**src/rtl/rps_round_ctrl_pkg.sv**
```systemverilog
// rtl/rps_round_ctrl_pkg.sv - shared codes and widths for the rock-paper-scissors round controller
//
// Purpose: hand, state and result encodings shared by the round controller
// and the VGA address generator, plus the interval timer width.
// Ports: none (package).
package rps_round_ctrl_pkg;

  // Width of the shared interval timer; wide enough for the default
  // 200M-cycle RESULT hold.
  localparam int TIMER_W = 32;

  // State encoding is fixed by the VGA memory map.
  typedef enum logic [1:0] {
    ST_IDLE    = 2'd0,
    ST_SHUFFLE = 2'd1,
    ST_REVEAL  = 2'd2,
    ST_RESULT  = 2'd3
  } rps_state_e;

  localparam logic [1:0] HAND_ROCK     = 2'd0;
  localparam logic [1:0] HAND_PAPER    = 2'd1;
  localparam logic [1:0] HAND_SCISSORS = 2'd2;
  localparam logic [1:0] HAND_INVALID  = 2'd3;

  localparam logic [1:0] RES_NONE   = 2'd0;
  localparam logic [1:0] RES_PLAYER = 2'd1;
  localparam logic [1:0] RES_COM    = 2'd2;
  localparam logic [1:0] RES_DRAW   = 2'd3;

endpackage

```
**src/rtl/rps_interval_timer.sv**
```systemverilog
// rtl/rps_interval_timer.sv - loadable down-counter with a terminal-count pulse
//
// Purpose: counts enabled cycles after a load; done_o is high during the
// load_val_i-th enabled cycle after the load edge, so a state loaded on its
// entry edge and left on done_o lasts exactly load_val_i cycles.
// Ports:
//   clk, rst     clock, synchronous active-high reset
//   load_i       load load_val_i (takes priority over en_i)
//   load_val_i   interval length in cycles (>=1 when used)
//   en_i         count this cycle
//   done_o       combinational terminal-count pulse
module rps_interval_timer
  import rps_round_ctrl_pkg::*;
(
  input  logic               clk,
  input  logic               rst,
  input  logic               load_i,
  input  logic [TIMER_W-1:0] load_val_i,
  input  logic               en_i,
  output logic               done_o
);

  logic [TIMER_W-1:0] cnt_q, cnt_d;

  always_comb begin
    cnt_d = cnt_q;
    if (load_i) begin
      cnt_d = load_val_i;
    end else if (en_i && (cnt_q != '0)) begin
      cnt_d = cnt_q - TIMER_W'(1);
    end
  end

  always_ff @(posedge clk) begin
    if (rst) begin
      cnt_q <= '0;
    end else begin
      cnt_q <= cnt_d;
    end
  end

  assign done_o = en_i && (cnt_q == TIMER_W'(1));

endmodule

```
**src/rtl/rps_round_ctrl.sv**
```systemverilog
// rtl/rps_round_ctrl.sv - round sequencer for the rock-paper-scissors display slave
//
// Purpose: runs shuffle -> reveal -> result per round, judges the hands,
// keeps scores and ends the match at WIN_SCORE. All outputs registered.
// Ports:
//   clk, rst       clock, synchronous active-high reset
//   start          begin round/match pulse (IDLE only)
//   hand_valid     player pick strobe, hand_in 0 rock 1 paper 2 scissors 3 invalid
//   state          0 IDLE 1 SHUFFLE 2 REVEAL 3 RESULT
//   com_hand       computer hand, rotating while shuffling
//   player_hand    latched player hand
//   result         0 none 1 player win 2 com win 3 draw
//   player_score   player round wins
//   com_score      computer round wins
//   match_over     high in IDLE once a score reached WIN_SCORE
//   busy           high when state != IDLE
module rps_round_ctrl
  import rps_round_ctrl_pkg::*;
#(
  parameter int SHUFFLE_DIV   = 2_500_000,
  parameter int REVEAL_CYCLES = 100_000_000,
  parameter int RESULT_CYCLES = 200_000_000,
  parameter int TIMEOUT       = 0,
  parameter int SCORE_W       = 4,
  parameter int WIN_SCORE     = 3
) (
  input  logic               clk,
  input  logic               rst,
  input  logic               start,
  input  logic               hand_valid,
  input  logic [1:0]         hand_in,
  output logic [1:0]         state,
  output logic [1:0]         com_hand,
  output logic [1:0]         player_hand,
  output logic [1:0]         result,
  output logic [SCORE_W-1:0] player_score,
  output logic [SCORE_W-1:0] com_score,
  output logic               match_over,
  output logic               busy
);

  localparam logic [SCORE_W-1:0] WIN_S    = SCORE_W'(WIN_SCORE);
  localparam logic [TIMER_W-1:0] STEP_LAST = TIMER_W'(SHUFFLE_DIV - 1);

  rps_state_e         state_q, state_d;
  logic [1:0]         com_q, com_d;
  logic [1:0]         player_q, player_d;
  logic [1:0]         result_q, result_d;
  logic [SCORE_W-1:0] pscore_q, pscore_d;
  logic [SCORE_W-1:0] cscore_q, cscore_d;
  logic               match_q, match_d;
  logic               busy_q, busy_d;
  logic [TIMER_W-1:0] step_q, step_d;

  logic               tmr_load;
  logic [TIMER_W-1:0] tmr_val;
  logic               tmr_en;
  logic               tmr_done;

  logic [2:0]         diff;
  logic [1:0]         judge;

  // One timer serves the SHUFFLE timeout, REVEAL hold and RESULT hold;
  // it is reloaded on every edge that enters one of those states.
  rps_interval_timer u_timer (
    .clk        (clk),
    .rst        (rst),
    .load_i     (tmr_load),
    .load_val_i (tmr_val),
    .en_i       (tmr_en),
    .done_o     (tmr_done)
  );

  // (player - com) mod 3, biased by +3 so the subtraction never goes negative.
  always_comb begin
    diff = {1'b0, player_q} + 3'd3 - {1'b0, com_q};
    if (diff >= 3'd3) begin
      diff = diff - 3'd3;
    end
    case (diff)
      3'd1:    judge = RES_PLAYER;
      3'd2:    judge = RES_COM;
      default: judge = RES_DRAW;
    endcase
  end

  always_comb begin
    state_d  = state_q;
    com_d    = com_q;
    player_d = player_q;
    result_d = result_q;
    pscore_d = pscore_q;
    cscore_d = cscore_q;
    match_d  = match_q;
    step_d   = step_q;
    tmr_load = 1'b0;
    tmr_val  = '0;
    tmr_en   = 1'b0;

    case (state_q)
      ST_IDLE: begin
        if (start) begin
          state_d  = ST_SHUFFLE;
          step_d   = '0;
          tmr_load = 1'b1;
          tmr_val  = TIMER_W'(TIMEOUT);
          if (match_q) begin
            pscore_d = '0;
            cscore_d = '0;
            result_d = RES_NONE;
            match_d  = 1'b0;
          end
        end
      end

      ST_SHUFFLE: begin
        tmr_en = (TIMEOUT != 0);
        if (hand_valid && (hand_in != HAND_INVALID)) begin
          // com_hand is not stepped here, so a coincident wrap is dropped.
          player_d = hand_in;
          result_d = RES_NONE;
          state_d  = ST_REVEAL;
          tmr_load = 1'b1;
          tmr_val  = TIMER_W'(REVEAL_CYCLES);
        end else if (tmr_done) begin
          state_d = ST_IDLE;
        end else if (step_q == STEP_LAST) begin
          step_d = '0;
          com_d  = (com_q == HAND_SCISSORS) ? HAND_ROCK : com_q + 2'd1;
        end else begin
          step_d = step_q + TIMER_W'(1);
        end
      end

      ST_REVEAL: begin
        tmr_en = 1'b1;
        if (tmr_done) begin
          state_d  = ST_RESULT;
          result_d = judge;
          tmr_load = 1'b1;
          tmr_val  = TIMER_W'(RESULT_CYCLES);
          if ((judge == RES_PLAYER) && (pscore_q != WIN_S)) begin
            pscore_d = pscore_q + SCORE_W'(1);
          end
          if ((judge == RES_COM) && (cscore_q != WIN_S)) begin
            cscore_d = cscore_q + SCORE_W'(1);
          end
        end
      end

      ST_RESULT: begin
        tmr_en = 1'b1;
        if (tmr_done) begin
          if ((pscore_q == WIN_S) || (cscore_q == WIN_S)) begin
            match_d = 1'b1;
            state_d = ST_IDLE;
          end else begin
            state_d  = ST_SHUFFLE;
            step_d   = '0;
            tmr_load = 1'b1;
            tmr_val  = TIMER_W'(TIMEOUT);
          end
        end
      end

      default: state_d = ST_IDLE;
    endcase

    busy_d = (state_d != ST_IDLE);
  end

  always_ff @(posedge clk) begin
    if (rst) begin
      state_q  <= ST_IDLE;
      com_q    <= '0;
      player_q <= '0;
      result_q <= '0;
      pscore_q <= '0;
      cscore_q <= '0;
      match_q  <= 1'b0;
      busy_q   <= 1'b0;
      step_q   <= '0;
    end else begin
      state_q  <= state_d;
      com_q    <= com_d;
      player_q <= player_d;
      result_q <= result_d;
      pscore_q <= pscore_d;
      cscore_q <= cscore_d;
      match_q  <= match_d;
      busy_q   <= busy_d;
      step_q   <= step_d;
    end
  end

  assign state        = state_q;
  assign com_hand     = com_q;
  assign player_hand  = player_q;
  assign result       = result_q;
  assign player_score = pscore_q;
  assign com_score    = cscore_q;
  assign match_over   = match_q;
  assign busy         = busy_q;

endmodule

```
**config.mk**
```make
export PLATFORM = sky130hd
export DESIGN_NAME = rps_round_ctrl
export DESIGN_NICKNAME = d
export VERILOG_FILES = /design/src/rtl/rps_round_ctrl_pkg.sv /design/src/rtl/rps_interval_timer.sv /design/src/rtl/rps_round_ctrl.sv
export SDC_FILE = /design/constraint.sdc
export NUM_CORES = 1
export LEC_CHECK = 0
export CAP_MARGIN = 30
export CORE_ASPECT_RATIO = 0.7
export CORE_MARGIN = 5
export CORE_UTILIZATION = 55
export DETAILED_ROUTE_END_ITERATION = 10
export PLACE_DENSITY = 0.74
export SYNTH_ARGS = -nofsm -noshare
export SYNTH_HDL_FRONTEND = slang
export SYNTH_SLANG_ARGS = --single-unit
```
**constraint.sdc**
```tcl
create_clock -name clk -period 4.2 [get_ports clk]
set_input_delay 0.84 -clock clk [delete_from_list [all_inputs] [get_ports clk]]
set_output_delay 0.84 -clock clk [all_outputs]
set_load 0.005 [all_outputs]
```
* Word-level counts from Yosys, hierarchy flattened *
Index checks and enable logic that the tools add are counted.

operators by class
  add/subtract/negate cells = 8
  $lt $le $gt $ge = 1
  eq/ne operators = 26
  muxes and demuxes = 46
  bitwise operators = 2
  reduce and logical (&&, ||, !) cells = 23

operator list
  cell                     number
  $mux W32                 8
  $pmux W32 S3             2
  $add A32 B1 Y32 const B  1
  $eq A32 B1 Y1 const B    1
  $eq A32 B22 Y1 const B   1
  $reduce_bool A32 Y1      1
  $sub A32 B1 Y32 const B  1
  $mux W28                 1
  $mux W27                 1
  $mux W4                  6
  $ne A2 B2 Y1 const B     12
  $mux W2                  10
  $pmux W4 S2              2
  $reduce_and A5 Y1        3
  $mux W1                  10
  $add A4 B1 Y4 const B    2
  $eq A2 B2 Y1 const B     4
  $eq A4 B2 Y1 const B     2
  $ne A4 B2 Y1 const B     2
  $pmux W2 S4              1
  $reduce_and A4 Y1        2
  $reduce_bool A2 Y1       4
  $pmux W2 S3              1
  $reduce_and A6 Y1        1
  19 further kinds         27

word-level totals
  register bits after elaboration = 82
  input bits = 6
  output and inout bits = 18
  logic and storage cells = 116

* Logic depth before layout (Yosys ltp) *
  depth in word-level cells = 11
  mapped depth = 11
  depth with buffers taken out = 11

* Modules after synthesis *
A second synthesis with hierarchy kept.

second synthesis, totals
  cell total of the unflattened synthesis = 593
  area, all modules = 4,906.0 sq um

modules (own cells, without submodules)
  module              instances  cells each  area an instance (sq um)  seq. area each (sq um)
  rps_round_ctrl      1          342         2,798.9                   1,001.0
  rps_interval_timer  1          251         2,107.0                   640.6

* Least setup slack after synthesis *
OpenSTA, ideal clock, no wires.

  kind = flip-flop to flip-flop
  from = register com_q[0] (netlist: com_hand[0])
  to = register pscore_q[3] (netlist: player_score[3])
  setup time = 0.119 ns
  arrival time = 2.989 ns
  required time = 4.081 ns
  path slack = 1.092 ns
  cell stages (with the launch flop) = 12
  buffers on the path = 0
  clock period less this slack = 3.108 ns
  path through = dfxtp_1 -> inv_1 -> ha_1 -> fa_1 -> ha_1 -> ha_1 -> or4b_2 -> o311ai_0 -> o21ai_0 -> a211oi_2 -> nand4_1 -> mux2i_1

on the way
  cells in the longest elaborated chain, start to end = 9
  elaborated cells on any way between the ends = 11
  those cells by class = 2 x add/sub; 1 x order compare; 4 x eq/ne; 2 x mux; 2 x reduce/logical

ends and longest elaborated chain
  what                                                  RTL line                                    source
  from (decl)                                           rps_round_ctrl.sv:46                        logic [1:0] com_q, com_d;
  from (signal assigned)                                rps_round_ctrl.sv:185                       com_q <= com_d;
  $sub A3 B2 Y3 *                                       rps_round_ctrl.sv:76                        diff = {1'b0, player_q} + 3'd3 - {1'b0, com_q};
  $sub A3 B2 Y3 / $ge A3 B2 Y1 (equally long branches)  rps_round_ctrl.sv:78, rps_round_ctrl.sv:77
  $mux W3 *                                             rps_round_ctrl.sv:77                        if (diff >= 3'd3) begin
  $eq A3 B2 Y1 / $eq A3 B1 Y1 (equally long branches)   rps_round_ctrl.sv:80                        case (diff)
  $pmux W2 S2 *                                         rps_round_ctrl.sv:80
  $eq A2 B1 Y1 *                                        rps_round_ctrl.sv:142                       if ((judge == RES_PLAYER) && (pscore_q != WIN_S)) begin
  $logic_and A1 B1 Y1 *                                 rps_round_ctrl.sv:142
  $ne A2 B2 Y1 (no source line) *                       --
  $reduce_and A5 Y1 (no source line) *                  --
  to (signal assigned)                                  rps_round_ctrl.sv:188                       pscore_q <= pscore_d;
  to (decl)                                             rps_round_ctrl.sv:49                        logic [SCORE_W-1:0] pscore_q, pscore_d;

Mark *: on every way between the ends. The rest lies on a longest branch, timed or not.
A chain may end at the register's enable or synchronous reset.

* Final worst setup path *
Ends and elaborated chain as after synthesis.

==> run_summary.xml <==
<?xml version="1.0" encoding="UTF-8"?>
<metrics>
  <group name="detailed_routing">
    <metric name="dr_total_vias" unit="">4379</metric>
    <metric name="dr_wl_met3" unit="um">1040</metric>
    <metric name="viasPerCell" unit="">6.42</metric>
    <metric name="drc_markers" unit="">0</metric>
    <metric name="routed_wirelength" unit="um">12000</metric>
    <metric name="routedLengthMet1" unit="um">5730</metric>
    <metric name="final_antenna_net_count" unit="">0</metric>
    <metric name="met2_length" unit="um">5040</metric>
    <metric name="drt-pass1-iter-count" unit="">5</metric>
    <metric name="routed.top_layer" unit="">met4</metric>
    <metric name="detail_route.iter0.violations" unit="">393</metric>
    <metric name="route.detailed.wl_per_inst" unit="um">17.5</metric>
  </group>
  <group name="power_and_ir_drop">
    <metric name="netSwitchingPower" unit="uW">676</metric>
    <metric name="p_leak" unit="nW">1.87</metric>
    <metric name="power_report.internal_total" unit="mW">1.65</metric>
    <metric name="clockPowerShare" unit="%">41.9</metric>
    <metric name="peakVddDrop" unit="mV">0.310</metric>
    <metric name="switching_fraction_of_total_power" unit="%">29.1</metric>
    <metric name="power_per_cell_area" unit="nW/um2">444</metric>
    <metric name="power.share.combinational" unit="%">21.1</metric>
    <metric name="power.share.sequential" unit="%">37.0</metric>
  </group>
  <group name="clocking">
    <metric name="cts_tree" unit="">done</metric>
    <metric name="cts.htree.levels" unit="">3</metric>
    <metric name="post_cts_hold_buffer_count" unit="">0</metric>
    <metric name="cts_buffer_depth" unit="">2</metric>
    <metric name="count_of_instances_resized_after_the_clock_tree_is_built" unit="">0</metric>
    <metric name="cts_setup_buffers" unit="">0</metric>
    <metric name="tritoncts.num_buffers" unit="">9</metric>
    <metric name="clock_transition_at_the_registers_of_the_reported_paths" unit="ps">60</metric>
    <metric name="ctsRootBufferMaster" unit="">clkbuf_16</metric>
    <metric name="clk-insertion-delay-late" unit="ps">340</metric>
    <metric name="cts.sinks" unit="">82</metric>
  </group>
  <group name="worst_setup_path">
    <metric name="critical_path_class" unit="">reg -&gt; reg</metric>
    <metric name="crit_required" unit="ps">4430</metric>
    <metric name="setup.worst_path.start_class" unit="">flip-flop</metric>
    <metric name="worst_setup_path_end_kind" unit="">flip-flop</metric>
    <metric name="path_max_fanout" unit="">6</metric>
    <metric name="cp_data_arrival_time" unit="ps">3740</metric>
  </group>
  <group name="job">
    <metric name="cap_violations" unit="">0</metric>
  </group>
  <group name="finish">
    <metric name="area_delta_synth_final" unit="%">15.7</metric>
    <metric name="num_antenna_cells" unit="">0</metric>
    <metric name="number_of_nets_in_the_layout" unit="">592</metric>
    <metric name="finish.utilization" unit="%">66.0</metric>
    <metric name="final_layout_size_suffix_gt1_share" unit="%">7.06</metric>
    <metric name="instances_no_fill" unit="">682</metric>
    <metric name="filler_cell_count" unit="">666</metric>
  </group>
  <group name="global_route">
    <metric name="grt_pass1_wl" unit="um">20000</metric>
    <metric name="initial_antenna_violation_count" unit="">0</metric>
    <metric name="grt_max_degree" unit="">30</metric>
    <metric name="number_of_global_route_vias_before_repair" unit="">4010</metric>
    <metric name="global_route.overflow_total" unit="">0</metric>
    <metric name="groute.usage.overall" unit="%">23.7</metric>
  </group>
  <group name="sta">
    <metric name="finalWorstSetupSlack" unit="ps">686</metric>
    <metric name="timing.clock.skew" unit="ps">6.34</metric>
    <metric name="timing.final.max_slew_violations" unit="">0</metric>
    <metric name="final-setup-viol-count" unit="">0</metric>
    <metric name="final.setup.tns" unit="ps">0</metric>
    <metric name="hold_slack" unit="ps">479</metric>
    <metric name="timing.final.crit_period" unit="ps">3510</metric>
    <metric name="max-slew-margin-rel" unit="%">37.7</metric>
    <metric name="layout_worst_path_cycle_share" unit="%">83.7</metric>
    <metric name="worst_margin_pin_slew" unit="ps">933</metric>
    <metric name="grt_setup_unrepaired" unit="">no</metric>
    <metric name="timing_hold_violations_final" unit="">0</metric>
    <metric name="fmax" unit="MHz">285</metric>
  </group>
  <group name="synthesis">
    <metric name="synth_nets" unit="">573</metric>
    <metric name="ys_dominant_reg_cell" unit="">dfxtp_1</metric>
    <metric name="synth.yosys.seq_area_share" unit="%">36.3</metric>
    <metric name="synthesis.area" unit="um2">4520</metric>
    <metric name="netlist_instances" unit="">557</metric>
    <metric name="postSynthRegisterBits" unit="">82</metric>
    <metric name="share_of_flip_flops_with_an_asynchronous_set_or_reset" unit="%">0</metric>
    <metric name="synth-edff-count" unit="">0</metric>
    <metric name="ys.warnings.count" unit="">0</metric>
    <metric name="ys_types" unit="">58</metric>
    <metric name="avgSynthCellArea" unit="um2">8.12</metric>
  </group>
  <group name="placement">
    <metric name="gp_congestion" unit="">0.840</metric>
    <metric name="portBuffers" unit="">23</metric>
    <metric name="post-place-ws" unit="ps">705</metric>
    <metric name="dp_hpwl" unit="um">8300</metric>
    <metric name="place.detailed.instances" unit="">665</metric>
  </group>
  <group name="die">
    <metric name="ioPinCount" unit="">24</metric>
    <metric name="placement_rows" unit="">27</metric>
    <metric name="die_height" unit="um">85.9</metric>
    <metric name="initial_core_util" unit="%">57.0</metric>
    <metric name="die_area" unit="um2">10200</metric>
    <metric name="design.core.area" unit="um2">7940</metric>
    <metric name="die-width" unit="um">118</metric>
  </group>
  <group name="worst_hold_path">
    <metric name="hp-class" unit="">reg -&gt; reg</metric>
  </group>
  <group name="status">
    <metric name="status" unit="">finished, final reports clean</metric>
  </group>
</metrics>
-- cell type report --
| cell class | count | area [um2] | share of cell area, % |
|---|---|---|---|
| Inverter | 15 | 56.3 | 1.08 |
| Timing Repair Buffer | 32 | 305 | 5.83 |
| Sequential cell | 82 | 1640 | 31.3 |
| Clock buffer | 11 | 243 | 4.64 |
| Multi-Input combinational cell | 436 | 2740 | 52.3 |
| Clock inverter | 5 | 125 | 2.39 |
| Tap cell | 101 | 126 | 2.41 |
-- cells in the mapped netlist (6+ instances only) --
| cell | count | share of area, % |
|---|---|---|
| nand2b_1 | 10 | 1.4 |
| nor4_1 | 22 | 3.0 |
| nor2_1 | 62 | 5.1 |
| nor3_1 | 38 | 4.2 |
| and3_1 | 7 | 0.97 |
| or4_1 | 11 | 1.8 |
| xor2_1 | 19 | 3.7 |
| and4_1 | 6 | 1.2 |
| a21oi_1 | 31 | 3.4 |
| nand3_1 | 20 | 2.2 |
| nand2_1 | 34 | 2.8 |
| and2_1 | 7 | 0.97 |
| o311ai_0 | 8 | 1.5 |
| or3_1 | 14 | 1.9 |
| dfxtp_1 | 82 | 36 |
| xnor2_1 | 14 | 2.7 |
| ha_1 | 9 | 2.5 |
| o21ai_0 | 18 | 2.0 |
| clkbuf_1 | 19 | 1.6 |
| inv_1 | 15 | 1.2 |
| nor3b_1 | 7 | 1.2 |
| nand4_1 | 26 | 3.6 |
-- state kept, by name, summed over array words and instances (netlist names) --
signal         cells
result             2
player_score       4
state              2
step_q            32
com_hand           2
com_score          4
match_over         1
u_timer.cnt_q     32
busy               1
player_hand        2
-- per-stage QoR --
step | cell area, um2 | power, mW
2_1_floorplan | 4520 | 1.23
3_3_place_gp | 4850 | 1.33
3_5_place_dp | 4850 | 1.35
4_1_cts | 5220 | 2.32
5_1_grt | 5240 | 2.42
6_report | 5240 | 2.32
-- path summary, 6_finish.rpt --
| kind | from | end | slack (ps) | cells after the start |
|---|---|---|---|---|
| worst min register to register | com_hand[0]$_SDFFE_PP0P_ | com_hand[0]$_SDFFE_PP0P_ | 480 | 2 |
| worst max-delay path | com_hand[0]$_SDFFE_PP0P_ | player_score[3]$_SDFFE_PP0P_ | 690 | 11 |
| worst min-delay path | com_hand[0]$_SDFFE_PP0P_ | com_hand[0]$_SDFFE_PP0P_ | 480 | 2 |
| worst max register to register | com_hand[0]$_SDFFE_PP0P_ | player_score[3]$_SDFFE_PP0P_ | 690 | 11 |
-- worst max-delay path, cell delays in order, from the launching register on --
cell      delay, ps
dfxtp_1         350
inv_1            80
ha_1            210
fa_1            480
ha_1            220
ha_1            220
or4b_2          640
o311ai_0        180
o21ai_0         220
a211oi_2        480
nand4_1         170
mux2i_1         140
-- per-layer routing --
| metal | track usage [%] | vias up |
|---|---|---|
| li1 | - | 2123 |
| met1 | 34.2 | 2059 |
| met2 | 35.3 | 185 |
| met3 | 6.72 | 12 |
| met4 | 5.25 | 0 |
| met5 | 0 | - |
-- power groups by stage --
stage / clock [mW] / sequential (mW) / combinational (mW)
detailed placement: 0 / 0.874 / 0.473
finish: 0.974 / 0.860 / 0.489
global placement: 0 / 0.872 / 0.456
global route: 1.02 / 0.864 / 0.533
CTS: 0.987 / 0.858 / 0.476
floorplan: 0 / 0.860 / 0.373
-- cells in the final DEF (no fill, tap or decap), types with 4 or more instances in the layout --
cell	Yosys	layout
o211a_1	5	5
o311ai_0	8	8
a31oi_1	5	5
buf_4	0	8
xor2_1	19	19
nor4_1	22	22
clkbuf_16	0	9
or4_1	11	11
or2_2	4	4
inv_1	15	15
and3_1	7	7
nand2_1	34	34
nor3_1	38	38
o21ai_0	18	18
dfxtp_1	82	82
a21oi_1	31	31
nand3_1	20	20
nand2b_1	10	10
clkdlybuf4s50_1	0	23
and4_1	6	6
ha_1	9	9
or3_1	14	14
xnor2_1	14	14
nand4_1	26	26
and2_1	7	7
nor2_1	62	62
bufinv_16	0	4
nor3b_1	7	7
nor4b_1	4	4
-- kinds of logic after synthesis --
logic type | after synthesis | synth area share [%]
xor gates and xnor gates | 33 | 6.39
DFF | 82 | 36.3
adders and majority gates | 10 | 2.93
AOI/OAI and AO/OA | 100 | 15.2
muxes | 3 | 0.664
and+or+nand+nor | 290 | 35.2
buffers and inverters | 39 | 3.35
No activity file was read; power rests on OpenSTA's default activity.
